<file path="src/rtl/stream_reducer.sv">
// Stream sink that drains one generator output stream and reduces it to
// sum / count / min / max, presented as a single ready/valid result tuple.
module stream_reducer #(
  parameter int WIDTH       = 32,
  parameter int COUNT_WIDTH = 16
) (
  input  logic                          _clock,
  input  logic                          _reset,
  input  logic                          _start,
  output logic                          in_start,
  output logic                          in_ready,
  input  logic                          in_valid,
  input  logic                          in_done,
  input  logic signed [WIDTH-1:0]       in_data,
  input  logic                          _ready,
  output logic                          _valid,
  output logic                          _done,
  output logic signed [WIDTH-1:0]       _out0,
  output logic        [COUNT_WIDTH-1:0] _out1,
  output logic signed [WIDTH-1:0]       _out2,
  output logic signed [WIDTH-1:0]       _out3
);

  typedef enum logic [2:0] {
    DONE,
    LAUNCH,
    GUARD,
    COLLECT,
    RESULT
  } state_t;

  localparam logic signed [WIDTH-1:0] MIN_INIT = {1'b0, {(WIDTH-1){1'b1}}};
  localparam logic signed [WIDTH-1:0] MAX_INIT = {1'b1, {(WIDTH-1){1'b0}}};

  state_t                   state, state_n;
  logic signed [WIDTH-1:0]  sum, sum_n;
  logic signed [WIDTH-1:0]  min_v, min_n;
  logic signed [WIDTH-1:0]  max_v, max_n;
  logic [COUNT_WIDTH-1:0]   count, count_n;
  logic                     accept;
  logic                     valid_n, done_n, in_start_n, in_ready_n;
  logic signed [WIDTH-1:0]  out0_n, out2_n, out3_n;
  logic [COUNT_WIDTH-1:0]   out1_n;

  always_ff @(posedge _clock or posedge _reset) begin
    if (_reset) begin
      state    <= DONE;
      sum      <= '0;
      min_v    <= '0;
      max_v    <= '0;
      count    <= '0;
      _valid   <= 1'b0;
      _done    <= 1'b1;
      in_start <= 1'b0;
      in_ready <= 1'b0;
      _out0    <= '0;
      _out1    <= '0;
      _out2    <= '0;
      _out3    <= '0;
    end else begin
      state    <= state_n;
      sum      <= sum_n;
      min_v    <= min_n;
      max_v    <= max_n;
      count    <= count_n;
      _valid   <= valid_n;
      _done    <= done_n;
      in_start <= in_start_n;
      in_ready <= in_ready_n;
      _out0    <= out0_n;
      _out1    <= out1_n;
      _out2    <= out2_n;
      _out3    <= out3_n;
    end
  end

  always_comb begin
    state_n    = state;
    sum_n      = sum;
    min_n      = min_v;
    max_n      = max_v;
    count_n    = count;
    valid_n    = _valid;
    done_n     = _done;
    in_start_n = 1'b0;
    in_ready_n = in_ready;
    out0_n     = _out0;
    out1_n     = _out1;
    out2_n     = _out2;
    out3_n     = _out3;
    // in_ready is only high in GUARD/COLLECT, so this alone gates acceptance
    accept     = in_valid && in_ready;

    if (_start) begin
      state_n    = LAUNCH;
      sum_n      = '0;
      count_n    = '0;
      min_n      = MIN_INIT;
      max_n      = MAX_INIT;
      valid_n    = 1'b0;
      done_n     = 1'b0;
      in_ready_n = 1'b0;
      in_start_n = 1'b1;
    end else begin
      if (accept) begin
        sum_n = sum + in_data;
        if (count != '1) begin
          count_n = count + 1'b1;
        end
        if (in_data < min_v) begin
          min_n = in_data;
        end
        if (in_data > max_v) begin
          max_n = in_data;
        end
      end

      case (state)
        DONE: begin
          done_n     = 1'b1;
          in_ready_n = 1'b0;
        end
        LAUNCH: begin
          in_ready_n = 1'b1;
          state_n    = GUARD;
        end
        // upstream _done may still be asserted from its previous run here
        GUARD: begin
          state_n = COLLECT;
        end
        COLLECT: begin
          if (in_done && !in_valid) begin
            in_ready_n = 1'b0;
            valid_n    = 1'b1;
            state_n    = RESULT;
            if (count == '0) begin
              out0_n = '0;
              out1_n = '0;
              out2_n = '0;
              out3_n = '0;
            end else begin
              out0_n = sum;
              out1_n = count;
              out2_n = min_v;
              out3_n = max_v;
            end
          end
        end
        RESULT: begin
          if (_ready) begin
            valid_n = 1'b0;
            done_n  = 1'b1;
            state_n = DONE;
          end
        end
        default: begin
          state_n = DONE;
        end
      endcase
    end
  end

endmodule

</file>
<file path="config.mk">
export PLATFORM = sky130hd
export DESIGN_NAME = stream_reducer
export DESIGN_NICKNAME = d
export VERILOG_FILES = /design/src/rtl/stream_reducer.sv
export SDC_FILE = /design/constraint.sdc
export NUM_CORES = 1
export LEC_CHECK = 0
export CORE_MARGIN = 2
export CORE_UTILIZATION = 45
export CTS_BUF_LIST = sky130_fd_sc_hd__clkbuf_2 sky130_fd_sc_hd__clkbuf_4 sky130_fd_sc_hd__clkbuf_8
export CTS_CLUSTER_DIAMETER = 150
export DETAILED_ROUTE_END_ITERATION = 16
export PLACE_DENSITY = 0.67
export SLEW_MARGIN = 20
export SYNTH_ARGS = -nofsm -noshare
export SYNTH_HDL_FRONTEND = slang
export SYNTH_SLANG_ARGS = --single-unit
</file>
<file path="constraint.sdc">
create_clock -name _clock -period 25.2 [get_ports _clock]
set_clock_uncertainty 0.2 [all_clocks]
set_input_delay 5.04 -clock _clock [delete_from_list [all_inputs] [get_ports _clock]]
set_output_delay 5.04 -clock _clock [all_outputs]
set_load 0.01 [all_outputs]
</file>
* Word level (Yosys, flattened, before mapping)
Index checks and enable logic that the tools add are counted.
Word-level totals: output and inout port bits 116, register bits after elaboration 231
Operators by class: mux-type cells 30, add/subtract/negate cells 2, equality and inequality tests 8, bitwise gates (word level) 1, $lt $le $gt $ge 2, reduce and logical (&&, ||, !) cells 20
Operators by type and width (count):
- $mux W32 | 11
- $mux W16 | 4
- $add A32 B32 Y32 | 1
- $gt A32 B32 Y1 | 1
- $lt A32 B32 Y1 | 1
- $add A16 B1 Y16 const B | 1
- $logic_not A16 Y1 | 1
- $ne A16 B16 Y1 const B | 1
- $pmux W3 S5 | 1
- $reduce_and A2 Y1 | 5
- $mux W3 | 3
- $reduce_and A3 Y1 | 3
- $mux W1 | 8
- $reduce_bool A2 Y1 | 4
- $eq A3 B2 Y1 const B | 2
- $ne A3 B3 Y1 const B | 2
- $reduce_bool A3 Y1 | 2
- $pmux W1 S2 | 2
- $reduce_bool A4 Y1 | 1
- $eq A3 B1 Y1 const B | 1
- $eq A3 B3 Y1 const B | 1
- $logic_not A3 Y1 | 1
- $pmux W1 S3 | 1
- $logic_and A1 B1 Y1 | 2
- other kinds (3) | 3

* Depth between registers and ports, before layout
depth after elaboration 5, gate-level depth with buffers 12, gate-level depth less buffers 10

* Least setup slack after synthesis
No wires, ideal clock.
path kind input to register, start point input port in_data[10], end point register min_v[0], arrival 7.162 ns, library setup time 0.124 ns, cell stages on the path 11, setup slack 17.714 ns, buffers on the path 2, cell sequence ha_1 -> nor4_2 -> nand2_1 -> a211oi_2 -> o21ai_1 -> a221o_1 -> a221oi_2 -> mux2_4 -> buf_12 -> buf_12 -> mux2i_1
On the way: word-level cells in the longest chain between the ends 3
Ends and longest elaborated chain:
- from (decl) | RTL line 14 | input logic signed [WIDTH-1:0] in_data,
- $lt A32 B32 Y1 | RTL line 110 | if (in_data < min_v) begin
- $reduce_bool A2 Y1 (no source line)
- $reduce_and A2 Y1 (no source line)
- to (signal assigned) | RTL line 63 | min_v <= min_n;
- to (decl) | RTL line 37 | logic signed [WIDTH-1:0] min_v, min_n;
No other way between the ends. A chain may end at the register's enable or synchronous reset.

* Final worst setup path
start point input port in_data[31], end point register max_v[6]
On the way: word-level cells in the longest chain between the ends 3
Ends and longest elaborated chain:
- $gt A32 B32 Y1 | RTL line 113 | if (in_data > max_v) begin
- $reduce_bool A2 Y1 (no source line)
- $reduce_and A2 Y1 (no source line)
- to (signal assigned) | RTL line 64 | max_v <= max_n;
- to (decl) | RTL line 38 | logic signed [WIDTH-1:0] max_v, max_n;
No other way between the ends.

==> impl_results.md <==
- Global Route Usage Sum: 22.3%
- I/O pin total: 154
- Die H: 171 µm
- Antenna cell count: 0
- Setup TNS: 0 ns
- Synth Warn #: 0
- Root Buffer: clkbuf_8
- Final setup viols: 0
- Setup CP Type: in2reg
- TritonCTS buffer count: 39
- RSZ-0062 raised after global routing: false
- Flop2flop setup slack: 21.72 ns
- Max frequency: 122 MHz
- Hpwl dp: 21600 µm
- H-tree lvl count: 2
- Syn Area/Cell: 10.2 µm²
- Synth Flop Type: dfrtp_1
- Synthesis-stage register bit count: 231
- Worst skew pair latency: 0.55 ns
- DRT iter0 DRCs: 671
- Tmin final: 8.17 ns
- Worst EP arrival: 8.42 ns
- Hold Path Class: reg2reg
- Max VDD drop: 0.0400 mV
- # hold bufs at CTS: 0
- Final WL: 32400 µm
- Vias in the first global route: 9469
- Setup crit start: in_data[31]
- Leak: 6.99 nW
- Distinct cell type count after synthesis: 69
- Max cap viols: 0
- First-pass GRT wire length: 51900 µm
- # DRC: 0
- Critical Path End Type: flop
- Power Dens Cells: 58.4 nW/µm²
- Cts repair resizes: 0
- Area Overhead vs Synth: 20.9%
- Largest net degree at the start of global routing: 99
- Final period utilization: 32.4%
- Die ar.: 29200 µm²
- Final slew viol count: 0
- Layout fillers: 2438
- Post-synth EDFFs: 0
- Yosys top cell by area: dfrtp_1
- CP startpoint kind: primary input
- TritonRoute pass-1 iters: 5
- Layout cells sized above 1: 7.86%
- Vias: 9848
- Die Width: 171 µm
- Reg-to-Reg Start: max_v[1]$_DFFE_PP0P_
- Net Count, Synth: 1364
- Sequential-to-total area share from yosys stat: 46.2%
- Worst Path Max Fanout: 23
- Status: finished clean
- Clk slew on worst S/H paths: 0.06 ns
- CP Data Required Time: 25.45 ns
- Vias per cell: 5.54
- Synth area leaders: dfrtp_1, ha_1, a22o_1
- Ys async rst share: 100%
- Clock tree buffer depth: 3
- CTS tree: yes
- Synthesized area: 12500 µm²
- Synth top area share: 46.0%
- Grt ovf: 0
- Register area: 5780 µm²
- Row count: 61
- Starting density of the core: 45.3%
- Placer Congestion: 0.876
- Initial antenna violation count: 0
- Slew headroom: 36.6%
- Setup bufs post-CTS: 0
- IO buf count: 153
- CTS Sinks: 231
- Worst-margin pin slew: 0.951 ns
- Routed WL per cell: 18.2 µm
- Post-Synthesis Cells: 1229
- Routed Antenna Nets: 0
- Total power: 0.000884 W
- Core area: 27600 µm²
- Final hold vios: 0
- Final nets: 1507
- Multi-input logic area: 6150 µm²
- Min-delay src: _out3[5]$_DFFE_PP0P_
-- path summary, 6_finish.rpt --
path	cells after the start	endpoint
hold / removal	1	_out3[5]$_DFFE_PP0P_
min in group asynchronous	2	_out3[4]$_DFFE_PP0P_
setup / recovery	10	max_v[6]$_DFFE_PP0P_
hold reg to reg	1	_out3[5]$_DFFE_PP0P_
max in group asynchronous	3	_out0[26]$_DFFE_PP0P_
setup reg to reg	11	max_v[6]$_DFFE_PP0P_
-- power breakdown --
part	total [W]	internal, W	leakage [nW]	switching (W)
Clock	0.000351	0.000195	0.441	0.000156
Sequential	0.000401	0.000387	3.03	0.0000139
Combinational	0.000132	0.0000599	3.52	0.0000719
-- critical path, cell delays in order --
cell             delay, ns
clkdlybuf4s50_1       0.62
ha_1                  0.47
nand4_1               0.14
nor2_1                0.17
nand2_1               0.13
nor3_1                0.35
or3b_1                0.22
mux2i_4               0.51
buf_4                 0.49
mux2i_1               0.25
-- layout make-up --
class,count,share of cell area [%]
multi-input combinational,863,40.7
sequential,231,38.2
timing repair buffer,163,10.8
clock buffer,62,5.10
tap,378,3.12
inverter,74,1.88
clock inverter,7,0.281
-- state kept, by name (all words and copies together) (netlist names) --
register	count
_out0	32
_out2	32
_out3	32
max_v	32
min_v	32
sum	32
_out1	16
count	16
state	3
_done	1
_valid	1
in_ready	1
in_start	1
-- per-stage QoR --
step           instance area (µm²)  instances  utilization, %  hold WS (ns)  setup WS (ns)
2_1_floorplan                12500       1229               -         0.287          13.63
3_3_place_gp                 14300       1708            51.7         0.289          16.58
3_5_place_dp                 14300       1708            51.7         0.291          16.51
4_1_cts                      15100       1777            54.7         0.307          17.07
5_1_grt                      15100       1778            54.8         0.316          16.93
6_report                     15100       1778            54.8         0.303          17.03
-- cells in the mapped netlist (all sizes together) (2+ instances only) --
master	number
a2111oi	2
a211oi	8
a21boi	2
a21o	34
a21oi	76
a221o	2
a221oi	3
a22o	98
a311oi	2
a31oi	9
and2	4
and3	11
and4	5
buf	14
clkbuf	41
dfrtp	230
dlygate4sd1	2
dlygate4sd3	4
ha	96
inv	74
mux2	15
mux2i	67
nand2	130
nand2b	10
nand3	26
nand3b	2
nand4	24
nor2	102
nor2b	9
nor3	8
nor3b	6
nor4	8
nor4b	2
o211ai	5
o21a	7
o21ai	32
o21bai	4
o31ai	5
or2	2
or3	4
xnor2	15
xor2	17
-- kinds of logic (layout without fill, tap and decap cells) --
logic type,Yosys count,after routing,synth area share (%)
AO/OA/AOI/OAI,296,296,17.0
XOR/XNOR,32,32,2.24
adder cells (fa/ha/maj),97,97,9.75
buffers and inverters,135,306,4.99
flip-flops,231,231,46.2
multiplexers,82,82,6.76
AND/OR/NAND/NOR,356,356,13.1
-- cells in the final DEF, fill, tap and decap left out, types with 21 or more instances in the layout --
cell type        instances
clkdlybuf4s50_1        152
a22o_1                  98
dfrtp_1                230
a21oi_1                 76
a21o_1                  32
nand2_1                129
ha_1                    96
inv_1                   72
nor2_1                 102
nand3_1                 25
clkbuf_8                49
mux2i_1                 66
nand4_1                 24
o21ai_0                 21
-- layer usage --
metal,vias up,wire [µm],share of wire [%],track usage (%)
met5,-,0,0,0
met3,49,2100,6.5,5.16
li1,4693,-,-,-
met1,4828,15300,47,32.4
met2,278,14400,44,33.6
met4,0,670,2.1,6.04
Power figures use the tool's default switching activity.
